## src/rtl/imem_loader_pkg.sv

```systemverilog
// imem_loader_pkg: shared constants and types for the instruction-memory loader.
// Latency: n/a (package only).
// Backpressure: n/a (package only).
// Contents: FSM state encoding, HALT word default, bytes-per-word helper.
package imem_loader_pkg;

    localparam logic [1:0] IDLE  = 2'd0;
    localparam logic [1:0] RECV  = 2'd1;
    localparam logic [1:0] WRITE = 2'd2;
    localparam logic [1:0] DONE  = 2'd3;

    typedef enum logic [1:0] {
        ST_IDLE  = IDLE,
        ST_RECV  = RECV,
        ST_WRITE = WRITE,
        ST_DONE  = DONE
    } state_t;

    localparam int          NB_WIDTH_DEF      = 32;
    localparam int          NB_BYTE_DEF       = 8;
    localparam logic [31:0] HALT_WORD_DEFAULT = 32'hFFFF_FFFF;

    function automatic int bytes_per_word(input int nb_width, input int nb_byte);
        return nb_width / nb_byte;
    endfunction

    localparam int BYTES_PER_WORD = bytes_per_word(NB_WIDTH_DEF, NB_BYTE_DEF);

endpackage

```

## src/rtl/imem_loader_byte_assembler.sv

```systemverilog
// byte_assembler: packs a byte stream into words, first byte lands in the MSBs.
// Latency: word register updates on the shift edge; word_ready is combinational with the last shift.
// Backpressure: none of its own; the caller only asserts shift_en on an accepted byte.
// Ports: clk/reset (sync, active-high), clear (restart a word), shift_en + byte_in (accepted byte),
//        word (assembled word), word_ready (this shift completes a word).
module byte_assembler
    import imem_loader_pkg::*;
#(
    parameter int NB_WIDTH = 32,
    parameter int NB_BYTE  = 8
) (
    input  logic                clk,
    input  logic                reset,
    input  logic                clear,
    input  logic                shift_en,
    input  logic [NB_BYTE-1:0]  byte_in,
    output logic [NB_WIDTH-1:0] word,
    output logic                word_ready
);

    localparam int         BPW      = bytes_per_word(NB_WIDTH, NB_BYTE);
    localparam logic [1:0] LAST_IDX = 2'(BPW - 1);

    logic [1:0] byte_idx;

    always_ff @(posedge clk) begin
        if (reset || clear) begin
            word     <= '0;
            byte_idx <= '0;
        end else if (shift_en) begin
            word     <= {word[NB_WIDTH-NB_BYTE-1:0], byte_in};
            byte_idx <= (byte_idx == LAST_IDX) ? 2'd0 : byte_idx + 2'd1;
        end
    end

    // Asserted in the same cycle as the handshake of the last byte, so the
    // controller can enter its write state on the following edge.
    assign word_ready = shift_en && (byte_idx == LAST_IDX);

endmodule

```

## src/rtl/imem_loader.sv

```systemverilog
// imem_loader: loads a program from a UART byte stream into instruction memory and muxes the port.
// Latency: memory write one cycle after the 4th byte handshake; sustained 4 bytes per 5 cycles.
// Backpressure: o_rx_ready only in RECV; deasserted during the write cycle and outside a load.
// Ports: i_clk/i_reset (sync, active-high); i_start; i_rx_data/i_rx_valid/o_rx_ready byte stream;
//        i_pc/i_pc_read_enable fetch request; o_mem_* memory port; o_busy, o_load_done, o_overflow,
//        o_word_count, o_checksum status. Option macro: IMEM_LOADER_CHECKSUM_EN builds the XOR checksum.
module imem_loader
    import imem_loader_pkg::*;
#(
    parameter int                  PC_WIDTH  = 9,
    parameter int                  NB_WIDTH  = 32,
    parameter int                  NB_BYTE   = 8,
    parameter logic [NB_WIDTH-1:0] HALT_WORD = NB_WIDTH'(HALT_WORD_DEFAULT)
) (
    input  logic                i_clk,
    input  logic                i_reset,
    input  logic                i_start,
    input  logic [NB_BYTE-1:0]  i_rx_data,
    input  logic                i_rx_valid,
    output logic                o_rx_ready,
    input  logic [PC_WIDTH-1:0] i_pc,
    input  logic                i_pc_read_enable,
    output logic [PC_WIDTH-1:0] o_mem_address,
    output logic [NB_WIDTH-1:0] o_mem_write_data,
    output logic                o_mem_write_enable,
    output logic                o_mem_read_enable,
    output logic                o_busy,
    output logic                o_load_done,
    output logic                o_overflow,
    output logic [PC_WIDTH:0]   o_word_count,
    output logic [NB_BYTE-1:0]  o_checksum
);

    // word_count value meaning "every address has been written"
    localparam logic [PC_WIDTH:0] FULL_COUNT = {1'b1, {PC_WIDTH{1'b0}}};
    localparam logic [PC_WIDTH:0] ONE        = {{PC_WIDTH{1'b0}}, 1'b1};

    state_t                state;
    state_t                state_next;
    logic [PC_WIDTH:0]     word_count;
    logic [PC_WIDTH:0]     word_count_inc;
    logic                  overflow;
    logic                  set_overflow;
    logic                  accept;
    logic                  start_load;
    logic                  word_ready;
    logic [NB_WIDTH-1:0]   word;

    // Handshake qualified by registered state only; i_rx_valid never reaches the port mux.
    assign accept         = (state == ST_RECV) && i_rx_valid;
    assign start_load     = i_start && ((state == ST_IDLE) || (state == ST_DONE));
    assign word_count_inc = word_count + ONE;

    byte_assembler #(
        .NB_WIDTH (NB_WIDTH),
        .NB_BYTE  (NB_BYTE)
    ) u_byte_assembler (
        .clk        (i_clk),
        .reset      (i_reset),
        .clear      (start_load),
        .shift_en   (accept),
        .byte_in    (i_rx_data),
        .word       (word),
        .word_ready (word_ready)
    );

    always_ff @(posedge i_clk) begin
        if (i_reset) begin
            state <= ST_IDLE;
        end else begin
            state <= state_next;
        end
    end

    always_comb begin
        state_next         = state;
        o_rx_ready         = 1'b0;
        o_mem_write_enable = 1'b0;
        o_mem_read_enable  = 1'b0;
        o_busy             = 1'b0;
        o_mem_address      = i_pc;
        set_overflow       = 1'b0;
        case (state)
            ST_IDLE: begin
                o_mem_read_enable = i_pc_read_enable;
                if (i_start) state_next = ST_RECV;
            end
            ST_RECV: begin
                o_rx_ready    = 1'b1;
                o_busy        = 1'b1;
                o_mem_address = word_count[PC_WIDTH-1:0];
                if (word_ready) state_next = ST_WRITE;
            end
            ST_WRITE: begin
                o_busy             = 1'b1;
                o_mem_write_enable = 1'b1;
                o_mem_address      = word_count[PC_WIDTH-1:0];
                // HALT wins when it also happens to fill the last address:
                // the program ended cleanly, so no overflow is flagged.
                if (word == HALT_WORD) begin
                    state_next = ST_DONE;
                end else if (word_count_inc == FULL_COUNT) begin
                    state_next   = ST_DONE;
                    set_overflow = 1'b1;
                end else begin
                    state_next = ST_RECV;
                end
            end
            ST_DONE: begin
                o_mem_read_enable = i_pc_read_enable;
                if (i_start) state_next = ST_RECV;
            end
            default: begin
                state_next = ST_IDLE;
            end
        endcase
    end

    always_ff @(posedge i_clk) begin
        if (i_reset || start_load) begin
            word_count <= '0;
            overflow   <= 1'b0;
        end else if (state == ST_WRITE) begin
            word_count <= word_count_inc;
            if (set_overflow) overflow <= 1'b1;
        end
    end

`ifdef IMEM_LOADER_CHECKSUM_EN
    logic [NB_BYTE-1:0] checksum;

    always_ff @(posedge i_clk) begin
        if (i_reset || start_load) begin
            checksum <= '0;
        end else if (accept) begin
            checksum <= checksum ^ i_rx_data;
        end
    end

    assign o_checksum = checksum;
`else
    assign o_checksum = '0;
`endif

    assign o_mem_write_data = word;
    assign o_load_done      = (state == ST_DONE);
    assign o_overflow       = overflow;
    assign o_word_count     = word_count;

endmodule

```

## config.mk

```make
export PLATFORM = sky130hd
export DESIGN_NAME = imem_loader
export DESIGN_NICKNAME = d
export VERILOG_FILES = /design/src/rtl/imem_loader_pkg.sv /design/src/rtl/imem_loader_byte_assembler.sv /design/src/rtl/imem_loader.sv
export SDC_FILE = /design/constraint.sdc
export NUM_CORES = 1
export LEC_CHECK = 0
export ABC_AREA = 0
export CORE_MARGIN = 5
export CORE_UTILIZATION = 43
export DETAILED_ROUTE_END_ITERATION = 12
export PLACE_DENSITY = 0.88
export SETUP_SLACK_MARGIN = 0.5
export SKIP_LAST_GASP = 1
export SYNTH_ARGS = -nofsm -noshare
export SYNTH_HDL_FRONTEND = slang
export SYNTH_HIERARCHICAL = 1
export SYNTH_SLANG_ARGS = --single-unit
```

## constraint.sdc

```tcl
create_clock -name i_clk -period 2.2 [get_ports i_clk]
set_input_delay 0.44 -clock i_clk [delete_from_list [all_inputs] [get_ports i_clk]]
set_output_delay 0.44 -clock i_clk [all_outputs]
set_load 0.01 [all_outputs]
```

==> results.md <==
* Status: finished, final reports clean
* Via count at 2011
* Pwr Total at 3637 uW
* Initial antenna violation count at 0
* Period utilization at 93.91%
* Clock sinks at 47
* CTS tree: built
* # rows at 25
* Clock-pin slew on the worst setup and hold paths at 0.08 ns
* H-tree depth at 2
* Die area at 0.006539 sq mm
* YS warnings at 6
* Critical path class: reg2out
* EDFF count, synth at 0
* Layout Cells excl Fill at 380
* I/O Buffers at 78
* Final WL at 7407 um
* Final count of hold timing violations at 0
* Final ANT Viol Nets at 0
* Maximum vdd drop at 0.6345 mV
* Synthesized flop and latch total at 47
* Die Y at 80.87 um
* Final setup fails at 0
* Root Buffer Master: clkbuf_8
* Wire per inst at 19.49 um
* Worst EP required at 1.76 ns
* Cells after synthesis at 222
* TritonRoute pass-1 iters at 4
* Max FO, Critical Path at 3
* TritonCTS Buffers at 5
* Min-Delay Path Class: reg2reg
* Syn Area/Cell at 9.728 sq um
* Ys flop type: dfxtp_1
* # diodes at 0
* Setup Skew at 0.009687 ns
* Util after Layout at 76.31%
* Placed Cells at 359
* First-pass GRT wire length at 9425 um
* Ports at 87
* Grt total ovfl at 0
* Worst path arrival time at 1.63 ns
* DRT iter0 DRCs at 107
* CP Launch Type: register
* Setup_tns at 0 ns
* Worst setup EP type: output port
* Drt drc at 0
* RSZ-0062 raised after global routing: yes
* Vias in the first global route at 1892
* LEAKAGE at 0.001582 uW
* MaxCap Viol Count at 0
* Final Max Tran Viols at 0
* Final Net Count at 341
* Vias/cell at 5.292
* Tot GR Track Use at 18.65%
* Largest net degree at the start of global routing at 36
* Fmax at 484.0 MHz
* Hpwl dp at 3965 um
* Library cells used by synthesis at 35
* Layout cells sized above 1 at 37.38%
* Seq/Total Area, Yosys at 43.57%
* P&R area growth vs syn at 69.12%
* Worst-Skew Late Latency at 0.30 ns
* Max Root-Sink Buffers at 2
* Mapped Area at 0.002160 sq mm
* Core area at 0.004786 sq mm
* Power Density at 995.8 mW/mm^2
* Final min period at 2.066 ns
* Die width at 80.87 um
* Final GP Congestion at 0.8250
* Fraction of registers with async set/reset at 0%
* R2R setup slack at 0.17 ns
* Initial Util at 45.12%
## layout by cell type (no fill, tap or decap), drive strengths merged, types with 2 or more instances in the layout
master         count
nand4             11
clkdlybuf4s50     35
dlymetal6s2s      10
conb               8
mux2               9
or4                2
a21o               2
nand2b             2
nor2              41
a211oi             2
xnor2              2
nand2              7
or3                3
mux2i             35
dlygate4sd2       20
o21ai              4
dfxtp             47
ha                 6
xor2               4
clkbuf            10
a21oi              4
and2               4
inv                5
nor3               3
buf               27
## critical path, cell delays in order, from the launching register on
cell	delay, ns
dfxtp_2	0.35
inv_2	0.05
ha_4	0.29
buf_12	0.11
buf_16	0.10
mux2_4	0.31
buf_6	0.12
## final timing paths
| kind | cells after the start | from | to |
|---|---|---|---|
| min reg2reg | 2 | o_overflow$_SDFFE_PP0P_ | o_overflow$_SDFFE_PP0P_ |
| max | 6 | state[0]$_SDFFE_PP0P_ | o_mem_address[5] |
| min | 2 | o_overflow$_SDFFE_PP0P_ | o_overflow$_SDFFE_PP0P_ |
| max reg2reg | 11 | state[0]$_SDFFE_PP0P_ | u_byte_assembler/word[25]$_SDFFE_PP0P_ |
## state kept, by name (all words and copies together) (netlist names)
name                       flops
u_byte_assembler/word         32
o_word_count                  10
state                          2
u_byte_assembler/byte_idx      2
o_overflow                     1
## cell usage after synthesis, types with 3 or more instances
master | count | area [sq um]
and2_1 | 4 | 25.02
nor3_1 | 3 | 15.01
nor2_1 | 41 | 153.9
buf_4 | 12 | 90.09
or3_1 | 3 | 18.77
ha_1 | 6 | 75.07
mux2i_1 | 35 | 350.3
nand4_1 | 9 | 56.30
buf_2 | 6 | 30.03
inv_1 | 5 | 18.77
dfxtp_1 | 47 | 940.9
o21ai_0 | 4 | 20.02
nand2_1 | 7 | 26.28
mux2_2 | 9 | 101.4
xor2_1 | 4 | 35.03
a21oi_1 | 4 | 20.02
## where the power goes
part	switching (uW)	internal [uW]	total, uW
Combinational	904	1180	2080
Clock	277	333	610
Sequential	47.5	899	947
Total	1230	2410	3640
## through the flow
step           area [sq um]  setup WS, ns  hold slack (ns)
2_1_floorplan          2223        0.4829           0.4621
6_report               3652        0.1339           0.4815
5_1_grt                3652        0.1067           0.5186
3_3_place_gp           3007        0.1664           0.4616
4_1_cts                3243        0.1416           0.4727
3_5_place_dp           3007       0.08890           0.4544
## layer usage
| metal | vias to the layer above | GRT usage, % | wire length, um |
|---|---|---|---|
| met3 | 16 | 4.989 | 496 |
| met2 | 89 | 30.46 | 3841 |
| met4 | 0 | 7.939 | 172 |
| met5 | - | 0 | 0 |
| met1 | 972 | 23.09 | 2896 |
| li1 | 934 | - | - |
## logic make-up after synthesis
logic type | count (synthesis) | share of synthesized area [%]
AO/OA/AOI/OAI | 15 | 4.694
XOR/XNOR | 6 | 2.433
other | 1 | 0.1736
adder cells (fa/ha/maj) | 6 | 3.476
buffers and inverters | 25 | 6.779
AND/OR/NAND/NOR | 78 | 17.96
flip-flops | 47 | 43.57
multiplexers | 44 | 20.92
## timing repair
action,CTS,global route
gates resized for setup,106,92
hold buffers,0,0
endpoints found under the setup margin,45,72
cloned,1,6
pin swaps,1,30
setup buffers,5,2
## final cells by class
cell class / count / area [sq um]
clock buffers: 6 / 72.57
flip-flops and latches: 47 / 967.2
well taps: 67 / 83.83
clock inverters: 1 / 30.03
repair buffers: 96 / 1062
inverters: 5 / 21.27
fillers: 304 / 1134
multi-input cells: 158 / 1415
No activity file was read; power rests on OpenSTA's default activity.
